`src/rtl/vreg_arb_pkg.sv`:
```
// rtl/vreg_arb_pkg.sv - shared types and group-expansion helpers for the vreg group arbiter
package vreg_arb_pkg;

  typedef enum logic [0:0] {
    IDLE = 1'b0,
    BUSY = 1'b1
  } state_e;

  // vlmul values with this bit set are fractional/reserved and map to one register
  localparam int VLMUL_SINGLE_MSB = 2;

  // Result is left wide; the caller truncates to its address width (modulo wrap).
  function automatic logic [31:0] group_base(input logic [31:0] addr, input logic [2:0] vlmul);
    return vlmul[VLMUL_SINGLE_MSB] ? addr : (addr << vlmul[1:0]);
  endfunction

  function automatic logic [3:0] group_beats(input logic [2:0] vlmul);
    return vlmul[VLMUL_SINGLE_MSB] ? 4'd1 : (4'd1 << vlmul[1:0]);
  endfunction

endpackage

```
`src/rtl/vreg_group_arbiter_rr_arbiter.sv`:
```
// rtl/vreg_group_arbiter_rr_arbiter.sv - combinational round-robin pick starting at ptr
module rr_arbiter #(
  parameter int NUM_REQ  = 3,
  parameter int ID_WIDTH = 2
) (
  input  logic [NUM_REQ-1:0]  req,
  input  logic [ID_WIDTH-1:0] ptr,
  output logic [NUM_REQ-1:0]  grant,
  output logic [ID_WIDTH-1:0] idx,
  output logic                any
);

  // Two passes: first the requesters at or above ptr, then the wrapped-around ones.
  always_comb begin
    grant = '0;
    idx   = '0;
    any   = 1'b0;
    for (int i = 0; i < NUM_REQ; i++) begin
      if (!any && req[i] && (i >= int'(ptr))) begin
        any      = 1'b1;
        grant[i] = 1'b1;
        idx      = ID_WIDTH'(i);
      end
    end
    for (int i = 0; i < NUM_REQ; i++) begin
      if (!any && req[i] && (i < int'(ptr))) begin
        any      = 1'b1;
        grant[i] = 1'b1;
        idx      = ID_WIDTH'(i);
      end
    end
  end

endmodule

```
`src/rtl/vreg_group_arbiter.sv`:
```
// rtl/vreg_group_arbiter.sv - round-robin owner of one register-file port, expanding LMUL groups into beats
module vreg_group_arbiter
  import vreg_arb_pkg::*;
#(
  parameter int ADDR_WIDTH = 5,
  parameter int NUM_REQ    = 3,
  parameter int ID_WIDTH   = 2
) (
  input  logic                          clk,
  input  logic                          rst,
  input  logic [NUM_REQ-1:0]            req_valid,
  input  logic [NUM_REQ*ADDR_WIDTH-1:0] req_addr,
  input  logic [NUM_REQ*3-1:0]          req_vlmul,
  output logic [NUM_REQ-1:0]            req_ready,
  input  logic                          port_stall,
  output logic                          port_valid,
  output logic [ADDR_WIDTH-1:0]         port_addr,
  output logic [ID_WIDTH-1:0]           port_id,
  output logic                          port_first,
  output logic                          port_last,
  output logic                          busy
);

  state_e                state_q, state_d;
  logic [ADDR_WIDTH-1:0] addr_q, addr_d;
  logic [ID_WIDTH-1:0]   id_q, id_d;
  logic [2:0]            rem_q, rem_d;
  logic                  first_q, first_d;
  logic [ID_WIDTH-1:0]   rr_q, rr_d;

  logic [NUM_REQ-1:0]    win_grant;
  logic [ID_WIDTH-1:0]   win_idx;
  logic                  win_any;
  logic                  last_beat;
  logic                  window;
  logic                  accept;
  logic [ADDR_WIDTH-1:0] sel_addr;
  logic [2:0]            sel_vlmul;
  logic [ADDR_WIDTH-1:0] grp_base;
  logic [3:0]            grp_beats;

  rr_arbiter #(
    .NUM_REQ (NUM_REQ),
    .ID_WIDTH(ID_WIDTH)
  ) u_rr (
    .req  (req_valid),
    .ptr  (rr_q),
    .grant(win_grant),
    .idx  (win_idx),
    .any  (win_any)
  );

  assign last_beat = (state_q == BUSY) && (rem_q == 3'd0);
  // Gating with rst keeps req_ready quiet while reset is held.
  assign window    = rst && ((state_q == IDLE) || (last_beat && !port_stall));
  assign req_ready = window ? win_grant : '0;
  assign accept    = window && win_any;

  always_comb begin
    sel_addr  = '0;
    sel_vlmul = '0;
    for (int i = 0; i < NUM_REQ; i++) begin
      if (win_grant[i]) begin
        sel_addr  = req_addr[i*ADDR_WIDTH +: ADDR_WIDTH];
        sel_vlmul = req_vlmul[i*3 +: 3];
      end
    end
  end

  assign grp_base  = ADDR_WIDTH'(group_base(32'(sel_addr), sel_vlmul));
  assign grp_beats = group_beats(sel_vlmul);

  always_comb begin
    state_d = state_q;
    addr_d  = addr_q;
    id_d    = id_q;
    rem_d   = rem_q;
    first_d = first_q;
    rr_d    = rr_q;
    if (accept) begin
      state_d = BUSY;
      addr_d  = grp_base;
      id_d    = win_idx;
      rem_d   = 3'(grp_beats - 4'd1);
      first_d = 1'b1;
      rr_d    = (int'(win_idx) == NUM_REQ - 1) ? '0 : win_idx + 1'b1;
    end else if ((state_q == BUSY) && !port_stall) begin
      first_d = 1'b0;
      if (rem_q != 3'd0) begin
        addr_d = addr_q + 1'b1;
        rem_d  = rem_q - 3'd1;
      end else begin
        state_d = IDLE;
      end
    end
  end

  always_ff @(posedge clk or negedge rst) begin
    if (!rst) begin
      state_q <= IDLE;
      addr_q  <= '0;
      id_q    <= '0;
      rem_q   <= '0;
      first_q <= 1'b0;
      rr_q    <= '0;
    end else begin
      state_q <= state_d;
      addr_q  <= addr_d;
      id_q    <= id_d;
      rem_q   <= rem_d;
      first_q <= first_d;
      rr_q    <= rr_d;
    end
  end

  assign port_valid = (state_q == BUSY);
  assign busy       = (state_q == BUSY);
  assign port_addr  = addr_q;
  assign port_id    = id_q;
  assign port_first = first_q;
  assign port_last  = last_beat;

endmodule

```
`config.mk`:
```
export PLATFORM = sky130hd
export DESIGN_NAME = vreg_group_arbiter
export DESIGN_NICKNAME = d
export VERILOG_FILES = /design/src/rtl/vreg_arb_pkg.sv /design/src/rtl/vreg_group_arbiter_rr_arbiter.sv /design/src/rtl/vreg_group_arbiter.sv
export SDC_FILE = /design/constraint.sdc
export NUM_CORES = 1
export LEC_CHECK = 0
export BUFFER_PORTS_ARGS = -buffer_cell sky130_fd_sc_hd__buf_2
export CAP_MARGIN = 20
export CORE_ASPECT_RATIO = 2
export CORE_MARGIN = 4
export CORE_UTILIZATION = 40
export CTS_CLUSTER_DIAMETER = 100
export DETAILED_ROUTE_END_ITERATION = 7
export PLACE_DENSITY = 0.73
export SLEW_MARGIN = 10
export SYNTH_ARGS = -nofsm -noshare
export SYNTH_HDL_FRONTEND = slang
export SYNTH_SLANG_ARGS = --single-unit
```
`constraint.sdc`:
```
create_clock -name clk -period 2.9 [get_ports clk]
set_clock_uncertainty 0.1 [all_clocks]
set_input_delay 0.29 -clock clk [delete_from_list [all_inputs] [get_ports clk]]
set_output_delay 0.29 -clock clk [all_outputs]
set_load 0.01 [all_outputs]
```
==> results.json <==
{
  "max_cap_viol_count": 0,
  "postCtsSetupBuffers": 0,
  "avgSynthCellArea_um2": 8.72,
  "die_height_um": 85.0,
  "wl_met2_mm": 2.09,
  "synth_xor_area_share_pct": 1.48,
  "cp-startpoint": "rr_q[0]",
  "synth_area_um2": 1190,
  "grt_start_max_net_pins": 18,
  "detail-route-antenna-nets": 0,
  "placed_area_um2": 1500,
  "worst_setup_path_start_kind": "flop",
  "gp_congestion": 0.906,
  "yosysTopAreaCellShare_pct": 29.5,
  "wl_per_cell_um": 16.6,
  "vias": 1287,
  "p_per_area_nw_per_um2": 911,
  "synth_compound_area_share_pct": 38.8,
  "synth_top_family_by_area": "compound AO/OA/AOI/OAI gates",
  "grt_use_total_pct": 19.9,
  "r2r_start": "rr_q[0]",
  "clock-sinks": 14,
  "synthAdderAreaFrac_pct": 2.11,
  "min_period_ns": 2.72,
  "reg2reg_depth": 11,
  "clockRootBuffer": "clkbuf_8",
  "end_kind": "flop",
  "worst_hold_slack_ns": 0.259,
  "wl_met3_um": 138,
  "cts_made_buffers": 3,
  "dr.pass1.iters": 4,
  "clockBufferDepth": 2,
  "post-route-drc-count": 0,
  "outcome": "finished clean",
  "hold_path.class": "primary input to flop",
  "initialDrtViolationCount": 29,
  "tns_ns": 0,
  "rsz0062_at_grt": "no",
  "antenna_found_initial": 0,
  "nets": 223,
  "vdd_drop_max_mv": 0.494,
  "worst_r2r_endpoint": "rem_q[2]",
  "synth-simple-area-share_pct": 24.1,
  "ys_types": 53,
  "initial_core_util_pct": 42.3,
  "ys_ff_latch": 14,
  "r2r_slack_ns": 0.18,
  "synth_cells": 136,
  "synth_warnings": 0,
  "finalPower_mw": 1.42,
  "overflow": 0,
  "top_layer_used": "met4",
  "hold_viol": 0,
  "synthFlopType": "dfrtp_1",
  "muxShareOfSynthArea_pct": 0.844,
  "dieArea_um2": 3950,
  "num_antenna_cells": 0,
  "slew_headroom_pct": 64.7,
  "clk_pin_slew_ns": 0.06,
  "wl_met1_mm": 1.29,
  "clkLatencyLatePin_ns": 0.25,
  "min_period_over_period_pct": 93.9,
  "synth_edf_count": 0,
  "io_buffers": 43,
  "p_leak_nw": 0.752,
  "viasPerCell": 5.88,
  "fin_area_um2": 1560,
  "h-tree-depth": 1,
  "fillers": 285,
  "maxSlewViolCount": 0,
  "critPathMaxFanout": 8,
  "first_global_vias": 1328,
  "setup_viol": 0,
  "drive_gt1_share_pct": 36.8,
  "cts_tree": "done",
  "cp_data_required_time_ns": 2.92,
  "row_count": 27,
  "ys_seq_area_share_pct": 29.5,
  "dp_hpwl_mm": 3.03,
  "wl_mm": 3.64,
  "yosysTopAreaCell": "dfrtp_1",
  "worst_slew_pin_slew_ns": 0.530,
  "criticalPathCategory": "flop to flop",
  "synth_area_leaders": "dfrtp_1 30%, nand2_1 5.4%, o21ai_0 4.2%, o22a_1 3.0%, and3_1 2.6%",
  "crit_path_end": "rem_q[2]",
  "grt_first_pass_wirelength_mm": 5.90,
  "max_clock_freq_ghz": 0.367,
  "io_pins": 44,
  "synth_nets": 168,
  "die_width_um": 46.5,
  "crit_arrival_ns": 2.75,
  "syn_to_final_growth_pct": 31.8,
  "synthArstFlopShare_pct": 100,
  "coreArea_um2": 2800
}
## cell families after synthesis
group                    after synthesis
AO/OA/AOI/OAI                         57
flip-flops                            14
buffers and inverters                  9
adder cells (fa/ha/maj)                2
XOR/XNOR                               2
multiplexers                           1
AND/OR/NAND/NOR                       51
## state kept, by name, indices dropped and copies added, names as in the netlist
signal,count
rem_q,3
port_id,2
port_addr,5
port_first,1
busy,1
rr_q,2
## per-stage QoR
stage,worst slack [ns],util (%),cells
5_1_grt,0.0431,55.7,219
4_1_cts,0.174,55.7,219
3_5_place_dp,0.190,53.4,214
3_3_place_gp,0.278,53.4,214
2_1_floorplan,0.364,-,136
6_report,0.177,55.7,219
## worst max-delay path: stages, from the launching register on
cell and delay (ns):
dfrtp_1 0.49, and3b_4 0.27, a311oi_4 0.41, a22oi_1 0.20
nand2_2 0.17, o21ai_2 0.11, or2_1 0.25, o21ai_0 0.09
ha_1 0.22, o21ai_0 0.11, nand2_1 0.11, o311ai_1 0.08
## what timing repair did
action	CTS	global route
endpoints found under the hold margin	14	0
resized for setup	0	0
hold buffers	1	0
## layout make-up
cell class | count | area [um2] | share of cell area (%)
Sequential cell | 14 | 350 | 22.4
Multi-Input combinational cell | 113 | 798 | 51.1
Clock buffer | 4 | 55.1 | 3.52
Timing Repair Buffer | 55 | 308 | 19.7
Tap cell | 29 | 36.3 | 2.32
Inverter | 4 | 15.0 | 0.961
## power by group
group	leakage [nW]	internal, mW	switching (mW)
Clock	0.0288	0.120	0.0710
Sequential	0.167	0.289	0.0992
Combinational	0.556	0.397	0.448
Total	0.752	0.807	0.618
## cell usage in the layout (no fill, tap or decap), drive strengths merged, types with 2 or more instances in the layout
cell	count
a211oi	2
a21o	5
a21oi	7
a221o	3
a22o	3
a22oi	4
and2	3
and3	6
buf	54
clkbuf	4
dfrtp	14
ha	2
inv	4
nand2	18
nand2b	4
nand3	4
nor2	2
nor2b	3
o21ai	14
o22a	4
o22ai	3
or2	2
xnor2	2
## cells in the mapped netlist (all sizes together), types with 3 or more instances
master / n
nand3: 4
a22oi: 4
nand2: 18
a21o: 5
and2: 3
o21ai: 14
and3: 6
nor2b: 3
inv: 4
a22o: 3
o22a: 4
clkbuf: 4
o22ai: 3
nand2b: 4
dfrtp: 14
a221o: 3
a21oi: 7
## metal layers
metal	up-vias	GRT usage (%)
li1	633	-
met1	602	19.9
met2	43	37.3
met3	9	1.27
met4	0	10.1
met5	-	0
## worst min path at each step
stage               startpoint         end  slack, ns  depth (start not counted)
floorplan                  rst        busy      -0.11                          0
global placement           rst  port_first       0.17                          2
detailed placement         rst        busy       0.18                          2
CTS                 port_stall  port_first       0.26                          3
global route        port_stall  port_first       0.29                          3
finish              port_stall  port_first       0.26                          3
No activity file was read; power rests on OpenSTA's default activity.
